[config.mk]
export PLATFORM = sky130hd
export DESIGN_NAME = instr_encoder_loader
export DESIGN_NICKNAME = d
export VERILOG_FILES = /design/src/rtl/instr_encoder_loader.sv
export SDC_FILE = /design/constraint.sdc
export NUM_CORES = 1
export LEC_CHECK = 0
export BUFFER_PORTS_ARGS = -buffer_cell sky130_fd_sc_hd__buf_4
export CAP_MARGIN = 15
export CORE_ASPECT_RATIO = 2
export CORE_MARGIN = 3
export CORE_UTILIZATION = 44
export CTS_CLUSTER_DIAMETER = 200
export DETAILED_ROUTE_END_ITERATION = 16
export GPL_TIMING_DRIVEN = 1
export PLACE_DENSITY = 0.76
export SKIP_LAST_GASP = 1
export SLEW_MARGIN = 20
export SYNTH_ARGS = -nofsm -noshare
export SYNTH_HDL_FRONTEND = slang
export SYNTH_SLANG_ARGS = --single-unit
[constraint.sdc]
create_clock -name clk -period 1.5 [get_ports clk]
set_input_delay 0.075 -clock clk [delete_from_list [all_inputs] [get_ports clk]]
set_output_delay 0.075 -clock clk [all_outputs]
set_load 0.01 [all_outputs]
[src/rtl/instr_encoder_loader.sv]
// rtl/instr_encoder_loader.sv - encodes MIPS field bundles and streams them into instruction memory
//
// Ports:
//   clk, rst        rising-edge clock, asynchronous active-high reset
//   start           opens a new load session (honoured in IDLE and DONE only)
//   in_valid/ready  field-bundle handshake; in_last marks the final instruction
//   in_kind         0 RTYPE, 1 ADDI, 2 BEQ, 3 BNE, 4 LW, 5 JUMP (6-7 illegal)
//   in_alufn        RTYPE op: 0 add, 1 sub, 2 and, 3 or, 4 slt (5-7 illegal)
//   in_rs/rt/rd     register fields; in_imm immediate; in_target jump target
//   mem_we/addr/wdata  registered imem write port, one cycle after accept
//   busy, done      FSM in LOAD / DONE
//   err             sticky illegal-bundle flag, cleared by start
//   count           words written this session
module instr_encoder_loader #(
    parameter int                    ADDR_WIDTH = 8,
    parameter logic [ADDR_WIDTH-1:0] BASE_ADDR  = '0
) (
    input  logic                  clk,
    input  logic                  rst,
    input  logic                  start,
    input  logic                  in_valid,
    output logic                  in_ready,
    input  logic                  in_last,
    input  logic [2:0]            in_kind,
    input  logic [2:0]            in_alufn,
    input  logic [4:0]            in_rs,
    input  logic [4:0]            in_rt,
    input  logic [4:0]            in_rd,
    input  logic [15:0]           in_imm,
    input  logic [25:0]           in_target,
    output logic                  mem_we,
    output logic [ADDR_WIDTH-1:0] mem_addr,
    output logic [31:0]           mem_wdata,
    output logic                  busy,
    output logic                  done,
    output logic                  err,
    output logic [ADDR_WIDTH-1:0] count
);

    typedef enum logic [1:0] {
        IDLE = 2'd0,
        LOAD = 2'd1,
        DONE = 2'd2
    } state_t;

    // Byte address of the last word in imem.
    localparam logic [ADDR_WIDTH-1:0] LAST_ADDR = {{(ADDR_WIDTH-2){1'b1}}, 2'b00};
    localparam logic [ADDR_WIDTH-1:0] WORD_STEP = {{(ADDR_WIDTH-3){1'b0}}, 3'd4};
    localparam logic [ADDR_WIDTH-1:0] ONE       = {{(ADDR_WIDTH-1){1'b0}}, 1'b1};

    state_t                  state, nextState;
    logic [ADDR_WIDTH-1:0]   pointer;
    logic [31:0]             word;
    logic                    legal;
    logic [5:0]              funct;
    logic                    accept;
    logic                    startSession;
    logic                    atLast;

    assign accept       = in_valid && in_ready;
    assign startSession = start && (state != LOAD);
    assign atLast       = (pointer == LAST_ADDR);

    // Field encoder: purely combinational, the result is captured on accept.
    always_comb begin
        word  = 32'h0;
        legal = 1'b1;
        funct = 6'h00;
        case (in_alufn)
            3'd0:    funct = 6'h20;
            3'd1:    funct = 6'h22;
            3'd2:    funct = 6'h24;
            3'd3:    funct = 6'h25;
            3'd4:    funct = 6'h2A;
            default: funct = 6'h00;
        endcase
        case (in_kind)
            3'd0: begin
                word = {6'h00, in_rs, in_rt, in_rd, 5'b00000, funct};
                if (in_alufn > 3'd4) begin
                    legal = 1'b0;
                end
            end
            3'd1:    word = {6'h08, in_rs, in_rt, in_imm};
            3'd2:    word = {6'h04, in_rs, in_rt, in_imm};
            3'd3:    word = {6'h05, in_rs, in_rt, in_imm};
            3'd4:    word = {6'h23, in_rs, in_rt, in_imm};
            3'd5:    word = {6'h02, in_target};
            default: legal = 1'b0;
        endcase
    end

    always_ff @(posedge clk or posedge rst) begin
        if (rst) begin
            state <= IDLE;
        end else begin
            state <= nextState;
        end
    end

    always_comb begin
        nextState = state;
        in_ready  = 1'b0;
        busy      = 1'b0;
        done      = 1'b0;
        case (state)
            IDLE: begin
                if (start) begin
                    nextState = LOAD;
                end
            end
            LOAD: begin
                in_ready = 1'b1;
                busy     = 1'b1;
                // A legal bundle landing on the final word ends the session,
                // so the pointer never has to wrap.
                if (accept && (in_last || (legal && atLast))) begin
                    nextState = DONE;
                end
            end
            DONE: begin
                done = 1'b1;
                if (start) begin
                    nextState = LOAD;
                end
            end
            default: nextState = IDLE;
        endcase
    end

    // Datapath. The pointer advances on accept (mem_addr has already captured
    // the old value) so back-to-back accepts produce back-to-back writes;
    // count follows the actual write one cycle later.
    always_ff @(posedge clk or posedge rst) begin
        if (rst) begin
            mem_we    <= 1'b0;
            mem_addr  <= '0;
            mem_wdata <= 32'h0;
            pointer   <= BASE_ADDR;
            count     <= '0;
            err       <= 1'b0;
        end else begin
            mem_we <= 1'b0;
            if (mem_we) begin
                count <= count + ONE;
            end
            if (startSession) begin
                pointer <= BASE_ADDR;
                count   <= '0;
                err     <= 1'b0;
            end else if (accept) begin
                if (legal) begin
                    mem_we    <= 1'b1;
                    mem_addr  <= pointer;
                    mem_wdata <= word;
                    if (!atLast) begin
                        pointer <= pointer + WORD_STEP;
                    end
                end else begin
                    err <= 1'b1;
                end
            end
        end
    end

endmodule

# Yosys cells after proc, flatten, opt, wreduce, memory -nomap -nowiden
# Cells that the tools add are included.
totals:
  regBits: 60
  latch_bits: 0
  ramBits: 0
  romBits: 0
  inputBits: 68
  out_inout_bits: 53
  elab_cells: 66
  memories: 0
op_classes:
  addsub: 2
  n_mul: 0
  div_mod_pow: 0
  order_cmp: 1
  eq_ne: 17
  n_shift: 0
  mux: 21
  n_bitwise: 1
  reduce_logical: 17
ops:
  columns: ["op", "count"]
  rows:
  - ["$pmux 32 s6", 1]
  - ["$mux 8", 6]
  - ["$pmux 6 s5", 1]
  - ["$eq 3x2->1 const B", 4]
  - ["$eq 3x3->1 const B", 3]
  - ["$mux 1", 9]
  - ["$add 8x1->8 const B", 1]
  - ["$add 8x3->8 const B", 1]
  - ["$eq 8x8->1 const B", 1]
  - ["$eq 3x1->1 const B", 2]
  - ["$logic_not 3->1", 2]
  - ["$ne 2x1->1 const B", 3]
  - ["$reduce_and 3->1", 2]
  - ["$reduce_bool 2->1", 3]
  - ["$reduce_or 5->1", 1]
  - ["$logic_and 1x1->1", 4]
  - ["$mux 2", 2]
  - ["$ne 2x2->1 const B", 2]
  - ["$pmux 2 s2", 1]
  - ["$reduce_and 2->1", 2]
  - ["$gt 3x3->1 const B", 1]
  - ["$eq 2x1->1 const B", 1]
  - ["$eq 2x2->1 const B", 1]
  - ["$logic_not 2->1", 1]
  - ["other kinds (4)", 4]

# Longest topological paths before layout
# Gate-level depths: netlist (run 1).
logic_depth:
  ltp_word: 8
  depth_mapped: 7
  mapped_depth_nobuf: 5

# Least setup slack after synthesis (run 1)
# No wires, ideal clock.
synth_path:
  kind: "reg2reg"
  start: "register pointer[2]"
  end: "register pointer[5]"
  setup_time_ns: 0.140
  arrival_time_ns: 1.354
  path_slack_ns: 0.006
  stages_incl_launch_ff: 6
  period_less_slack_ns: 1.494
  path_cell_list: "dfrtp_1 > ha_1 > and3_1 > buf_1 > o311ai_0 > o41ai_1"
synth_between:
  elab_chain_cells: 5
  elab_cells_between_ends: 8
synth_lines:
  columns: ["item", "line_no", "text"]
  rows:
  - ["start, declared", "52", "logic [ADDR_WIDTH-1:0] pointer;"]
  - ["start signal, assigned", "157", "pointer <= pointer + WORD_STEP;"]
  - ["$add 8x3->8", "157", null]
  - ["$mux 8", "156", "if (!atLast) begin"]
  - ["$mux 8", "152", "if (legal) begin"]
  - ["$mux 8", "151", "end else if (accept) begin"]
  - ["$mux 8", "147", "if (startSession) begin"]
# Several ways; a longest one is shown, not always the timed one. The select of a mux whose other input is x is not followed.
# A chain may end at the register's enable or synchronous reset.

# Final worst setup path (run 1)
layout_path:
  start: "register pointer[6]"
  end: "register pointer[7]"
# The elaborated chain is that of the path after synthesis.

==> metrics, run 1 <==
status=finished, final reports clean; port bufs=117; H-tree depth=2; reg2reg start=pointer[6]; Final Hold Vio Count=0; power per cell area=1420 nW/um^2; Min-Delay Endpoint=state[0]; initial antenna violation count=0; final worst-path cycle share=0.990; Worst Hold Path Cells=2; area grow syn2layout=40.4%; post-synth cell types=45; HP Class=input pin to register; row count=42; maximum VDD drop=0.000899 V; TritonCTS Sinks=55; total CTS buffers=5; vias in the first global route=2758; cell area after placement=4020 um^2; Clock Tree Buf Depth=2; WL final=7.97 mm; Multi-input gate area=1450 um^2; Die W=64.4 um; DR pass1 iterations=5; Die ar.=7900 um^2; nets=517; sequential fraction of the synthesis area=0.459; leakage=2.13 nW; n_diodes=0; DR vias/cell=5.34; CP Capture Type=register; worst r2r dst=pointer[7]; Post-Syn Area=3000 um^2; Vias=2860; Clock Latency Late Sink=300 ps; maximum fanout along the worst path=4; most frequent cells in the layout=buf_4 (138), nand2_1 (61), dfrtp_1 (55), o21ai_0 (33), nor2_1 (22); number of nets with antenna violations after routing=0; Finished Layout Cells=536; max cap viols=0; chip height=123 um; unrepaired setup endpoints after global routing=yes; R2R cell count=4; Final setup viols=0; TritonCTS clock tree=yes; register area=1380 um^2; Crit Path Category=register to register; total gr overflow=0; type of origin of the critical path=register; Core Util, Final=0.635; Top Ports=121; pin count of the biggest net entering global routing=56; clk_skew=8.72 ps; clk root buf=clkbuf_16; Yosys warnings=0; Initial Util=0.453; fmax=673 MHz; Reg clk slew, reported paths=70 ps; Hold Startpoint=in_valid; # fillers=588; first-pass GRT wire length=12.5 mm; setup slack, reg-to-reg=10 ps; share of layout cells above drive strength 1=0.353; Design Area, Final=4210 um^2; area of the core=6620 um^2; synthesized flop and latch total=55; # Post-CTS Setup Buffers=0; post-layout min period=1490 ps; drt initial violations=117; Routed WL per cell=14.9 um; Routability Congestion=0.828; worst path required time=1660 ps; Worst EP arrival=1640 ps; DRC=0; max-slew violations=0; total global-route track usage=0.203; placed cell count=527; Syn Area/Cell=9.22 um^2; Syn Inst Count=325; commonest non-fill, non-tap cell in the layout=buf_4; dpl hpwl=6.26 mm
## Yosys cell counts, drive strengths merged
cell	instances	area, um^2
a21oi	9	48.8
a221o	5	50.1
a221oi	2	17.5
a22o	1	8.76
a22oi	11	82.6
a2bb2oi	10	87.6
a31oi	2	12.5
and2	1	6.26
and3	9	61.3
and3b	1	8.76
buf	17	125
clkbuf	10	37.5
clkinv	1	3.75
conb	1	3.75
dfrtp	55	1380
ha	2	25.0
inv	7	26.3
mux2	1	11.3
mux2i	17	170
nand2	61	229
nand2b	7	43.8
nand3	5	25.0
nand4	4	25.0
nor2	22	82.6
nor2b	3	18.8
nor3	1	5.00
o211ai	3	27.5
o21ai	34	174
o21ba	1	10.0
o221ai	2	17.5
o2bb2ai	2	17.5
o311ai	3	26.3
o31ai	2	15.0
o41ai	3	26.3
or3	1	11.3
xnor2	4	35.0
xor2	5	43.8
## kinds of logic after synthesis
| group | count (synthesis) | share of synthesized area |
|---|---|---|
| simple gates | 115 | 0.172 |
| buf+inv | 35 | 0.0643 |
| fa+ha+maj | 2 | 0.00835 |
| other cells | 1 | 0.00125 |
| mux | 18 | 0.0605 |
| compound gates | 90 | 0.208 |
| flops | 55 | 0.459 |
| xor+xnor | 9 | 0.0263 |
## critical path: stages, from the launching register on
cell and delay [ps]:
dfrtp_1 420, and3_1 230, and3_1 230, o311ai_1 330
o41ai_2 140
## how the worst max path moves through the flow
stage,from,endpoint,slack (ps)
6_report,pointer[6],pointer[7],10
5_1_grt,pointer[6],pointer[7],-10
4_1_cts,state[1],pointer[7],10
3_5_place_dp,state[1],pointer[7],-80
3_3_place_gp,state[1],pointer[7],3
2_1_floorplan,pointer[2],pointer[5],6
## repair_timing
action | 4_1_cts | 5_1_grt
gates cloned | 0 | 0
endpoints found under the setup margin | 3 | 2
hold endpoints to repair | 55 | 0
hold buffers | 1 | 0
gates resized for setup | 3 | 0
## state kept, by name, summed over array words and instances, names as in the netlist
signal     flops
mem_we         1
state          2
count          8
mem_wdata     31
mem_addr       6
err            1
pointer        6
## area by class of cell
class,count,share of cell area
Multi-Input combinational cell,237,0.345
Inverter,8,0.00714
Sequential cell,55,0.327
Tap cell,88,0.0262
Timing Repair Buffer,140,0.253
Clock buffer,5,0.0297
Clock inverter,3,0.0110
## per-stage QoR
step / setup WS [ps] / TNS, ps / total power [mW] / hold slack [ps]
finish: 14.7 / 0 / 5.96 / 23.8
CTS: 14.6 / 0 / 6.02 / 26.4
detailed placement: -78.0 / -93.3 / 4.67 / 155
global placement: 2.56 / 0 / 4.58 / 151
global route: -11.2 / -20.8 / 6.33 / 43.6
floorplan: 6.09 / 0 / 3.41 / 225
## power by group
part | internal [mW] | total (mW) | switching [mW]
logic | 1.17 | 2.31 | 1.15
clock network | 0.794 | 1.34 | 0.542
registers | 1.97 | 2.31 | 0.340
total | 3.93 | 5.96 | 2.03
## per-layer routing
layer	up-vias	part of all wire	track usage
li1	1387	-	-
met1	1380	0.36	0.216
met2	81	0.58	0.381
met3	12	0.042	0.0311
met4	0	0.019	0.0940
met5	-	0	0
(Power assumes the default switching activity.)
==> run 2: changes to the inputs <==
RECOVER_POWER = 50   (was not set)
==> metrics, run 2 (synthesis results as in run 1) <==
DR vias/cell=5.33; sw frac=0.350; CP Cell Sequence=and3_1 -> and3_1 -> o311ai_1 -> o41ai_2; crit path max-delay cell type=dfrtp_1; HP Class=input pin to register; number of nets with antenna violations after routing=0; Gate power share=0.368; setup slack, reg-to-reg=10 ps; clk root buf=clkbuf_16; Final setup viols=0; area grow syn2layout=37.0%; crit path to=pointer[7]; power share of the clock group=0.232; nets=517; unrepaired setup endpoints after global routing=yes; TritonCTS clock tree=yes; reg2reg start=pointer[6]; dpl hpwl=6.26 mm; worst path required time=1660 ps; fmax=672 MHz; cell area after placement=4020 um^2; chip height=123 um; max cap viols=0; TritonCTS Sinks=55; most used cell, CP=and3_1; # Post-CTS Setup Buffers=0; CP Launch Point=pointer[6]; port bufs=117; Top Ports=121; row count=42; post-route setup slack=12.2 ps; n_diodes=0; final worst-path cycle share=0.992; Die ar.=7900 um^2; first-pass GRT wire length=12.5 mm; Routability Congestion=0.828; Core Util, Final=0.620; H-tree depth=2; vias in the first global route=2758; maximum VDD drop=0.000886 V; power per cell area=1400 nW/um^2; leakage=2.03 nW; Reg clk slew, reported paths=70 ps; post-layout min period=1490 ps; worst r2r dst=pointer[7]; clk_skew=7.94 ps; setup TNS=0 ps; maximum fanout along the worst path=4; DR pass1 iterations=5; buffer and inverter count on the worst path=0; # fillers=610; Slew headroom=0.512; Final Hold Vio Count=0; Finished Layout Cells=536; Routed WL per cell=14.8 um; DRC=0; Initial Util=0.453; Die W=64.4 um; status=finished, final reports clean; total CTS buffers=5; Crit Path Category=register to register; total global-route track usage=0.203; initial antenna violation count=0; slowest cell delay on critical path=420 ps; pin count of the biggest net entering global routing=56; Clock Latency Late Sink=300 ps; biggest regs=mem_wdata (31), count (8); share of layout cells above drive strength 1=0.297; Tot Pwr=5.76 mW; area of the core=6620 um^2; type of origin of the critical path=register; placed cell count=527; commonest non-fill, non-tap cell in the layout=buf_4; Design Area, Final=4100 um^2; cell depth of the worst setup path=4; pre-CTS WS=-78.0 ps; drt initial violations=147; max-slew violations=0; slew at the pin closest to its max-slew limit=731 ps; delay-heaviest family, CP=compound AO/OA/AOI/OAI gates; Vias=2856; R2R cell count=4; Hold Startpoint=in_valid; total gr overflow=0; most frequent cells in the layout=buf_4 (113), nand2_1 (61), dfrtp_1 (55), o21ai_0 (33), clkbuf_1 (24); register bank with the most flops=mem_wdata; sequential share of power=0.400; Fin Hold WS=24.0 ps; Worst EP arrival=1640 ps; NetSw=2.01 mW; Internal=3.74 mW; CP Capture Type=register; Clock Tree Buf Depth=2; WL final=7.94 mm; max reg flops=31
run 2: worst min-delay path by stage:
| stage | endpoint | slack, ps | cells past startpoint |
|---|---|---|---|
| 2_1_floorplan | state[0] | 220 | 1 |
| 3_3_place_gp | mem_wdata[15] | 150 | 3 |
| 3_5_place_dp | count[7] | 150 | 3 |
| 4_1_cts | state[0] | 30 | 2 |
| 5_1_grt | state[0] | 40 | 2 |
| 6_report | state[0] | 20 | 2 |
run 2: power by group through the flow:
stage,sequential (mW),combinational [mW],clock (mW)
after floorplan,2.49,0.927,0
after global placement,2.32,2.26,0
after detailed placement,2.34,2.33,0
after CTS,2.32,2.35,1.36
after global routing,2.37,2.35,1.42
final,2.30,2.12,1.33
run 2: metal layers:
layer  wire length, um  vias to the layer above  global-route usage  part of all wire
li1                  -                     1383                   -                 -
met1              2910                     1380               0.216              0.37
met2              4500                       77               0.381              0.57
met3               330                       16              0.0311             0.042
met4               195                        0              0.0940             0.025
met5                 0                        -                   0                 0
run 2: final cells by class:
cell class | count | area [um^2] | area share
repair buffers | 140 | 963 | 0.235
flip-flops and latches | 55 | 1380 | 0.335
clock inverters | 3 | 46.3 | 0.0113
clock buffers | 5 | 125 | 0.0305
multi-input cells | 237 | 1450 | 0.354
well taps | 88 | 110 | 0.0268
inverters | 8 | 30.0 | 0.00732
run 2: what timing repair did:
action                     in CTS  in global routing
hold endpoints to repair       55                  0
hold buffers                    1                  0
gates resized for setup         3                  0
setup endpoints to repair       3                  2
run 2: worst register-to-register path, cell delays in order (launching register included):
cell and delay, ps:
dfrtp_1 420, and3_1 230, and3_1 230, o311ai_1 330, o41ai_2 140
==> run 3: changes to the inputs <==
--- a/config.mk
+++ b/config.mk
@@ -10,9 +10,9 @@
 export CORE_ASPECT_RATIO = 2
 export CORE_MARGIN = 3
-export CORE_UTILIZATION = 44
+export CORE_UTILIZATION = 30
 export CTS_CLUSTER_DIAMETER = 200
 export DETAILED_ROUTE_END_ITERATION = 16
-export GPL_TIMING_DRIVEN = 1
-export PLACE_DENSITY = 0.76
+export GPL_TIMING_DRIVEN = 0
+export PLACE_DENSITY = 0.55
 export RECOVER_POWER = 50
 export SKIP_LAST_GASP = 1
==> constraint.sdc (replaced) <==
create_clock -name clk -period 1.5 [get_ports clk]
set_input_delay 0.15 -clock clk [delete_from_list [all_inputs] [get_ports clk]]
set_output_delay 0.15 -clock clk [all_outputs]
set_load 0.01 [all_outputs]
==> metrics, run 3 (synthesis results as in run 1) <==
crit path max-delay cell type=dfrtp_1; # fillers=1025; worst path required time=1690 ps; power per cell area=1390 nW/um^2; number of nets with antenna violations after routing=0; DR pass1 iterations=5; commonest non-fill, non-tap cell in the layout=buf_4; total CTS buffers=5; most frequent cells in the layout=buf_4 (108), nand2_1 (61), dfrtp_1 (55), o21ai_0 (33), clkbuf_1 (27); biggest regs=mem_wdata (31), count (8); fmax=681 MHz; area of the core=9760 um^2; type of origin of the critical path=register; nets=524; final worst-path cycle share=0.978; Final Hold Vio Count=0; dpl hpwl=7.28 mm; DRC=0; CP Capture Type=register; leakage=2.06 nW; clk_skew=9.28 ps; total global-route track usage=0.163; Top Ports=121; Clock Latency Late Sink=290 ps; n_diodes=0; DR vias/cell=4.95; Crit Path Category=register to register; Initial Util=0.307; status=finished, final reports clean; max cap viols=0; row count=51; drt initial violations=154; Slew headroom=0.224; Die W=76.7 um; post-layout min period=1470 ps; register area=1380 um^2; Reg clk slew, reported paths=70 ps; Clock Tree Buf Depth=2; unrepaired setup endpoints after global routing=yes; max reg flops=31; max-slew violations=0; Die ar.=11300 um^2; Final setup viols=0; H-tree depth=2; Multi-input gate area=1490 um^2; pin count of the biggest net entering global routing=56; share of layout cells above drive strength 1=0.315; Worst EP arrival=1650 ps; HP Class=input pin to register; slew at the pin closest to its max-slew limit=1160 ps; Fin Hold WS=123 ps; maximum VDD drop=0.000613 V; clk root buf=clkbuf_16; slowest cell delay on critical path=400 ps; initial antenna violation count=0; Routability Congestion=0.827; total gr overflow=0; vias in the first global route=2916; Finished Layout Cells=586; Vias=2898; maximum fanout along the worst path=10; CP Cell Sequence=and3b_2 -> o211ai_4 -> buf_2 -> buf_4 -> nand2_1 -> o41ai_2; port bufs=116; first-pass GRT wire length=14.6 mm; area grow syn2layout=41.5%; TritonCTS Sinks=55; WL final=9.51 mm; Routed WL per cell=16.2 um; TritonCTS clock tree=yes; register bank with the most flops=mem_wdata; chip height=147 um; placed cell count=575
## run 3: cell types whose count changed in the layout (fill, tap and decap cells not counted), sizes merged
cell / change
buf: +3
clkbuf: +6
clkinv: -1
dlygate4sd3: -1
inv: -1
## run 3: worst paths after layout
check | depth (start not counted) | slack [ps] | startpoint | to
worst min-delay path | 2 | 120 | in_valid | state[0]
worst min register to register | 2 | 470 | mem_addr[7] | mem_addr[7]
min in group asynchronous | 2 | 180 | rst | count[6]
worst max register to register | 6 | 30 | state[0] | mem_wdata[29]
worst max-delay path | 6 | 30 | state[0] | mem_wdata[29]
max in group asynchronous | 2 | 620 | rst | pointer[3]
## run 3: layer usage
layer,vias to the layer above,global-route usage,share of wire
met5,-,0,0
met4,0,0.0644,0.021
met3,12,0.0190,0.036
met2,69,0.320,0.58
met1,1410,0.171,0.36
li1,1407,-,-
## run 3: repair_timing
item | 4_1_cts | 5_1_grt
buffers inserted | 2 | 1
resized for setup | 6 | 12
cloned | 1 | 1
hold buffers | 0 | 0
pin swaps | 1 | 3
setup endpoints to repair | 18 | 32
## run 3: cell type report
class / count / area share
multi-input cells: 237 / 0.351
plain buffers: 26 / 0.0393
well taps: 132 / 0.0390
clock buffers: 6 / 0.0304
repair buffers: 121 / 0.201
flip-flops and latches: 55 / 0.325
inverters: 8 / 0.00797
clock inverters: 1 / 0.00708
## run 3: critical path: cells and delay by family, from the launching register on
kind	cells	cell delay (ps)
DFF	1	400
buffers and inverters	2	430
AOI/OAI and AO/OA	2	170
and+or+nand+nor	2	360
## run 3: where the power goes
group | internal, mW | leakage, nW | switching, mW
Combinational | 1.06 | 1.26 | 1.25
Sequential | 1.97 | 0.725 | 0.315
Clock | 0.780 | 0.0769 | 0.507
## run 3: stage by stage
stage	worst slack [ps]	power, mW	TNS [ps]	util	cell area [um^2]
2_1_floorplan	6.09	3.41	0	-	3000
3_3_place_gp	-713	4.64	-43270	0.414	4040
3_5_place_dp	-258	4.71	-5860	0.414	4040
4_1_cts	20.6	6.06	0	0.433	4230
5_1_grt	-37.5	6.27	-54.4	0.434	4240
6_report	32.5	5.89	0	0.434	4240
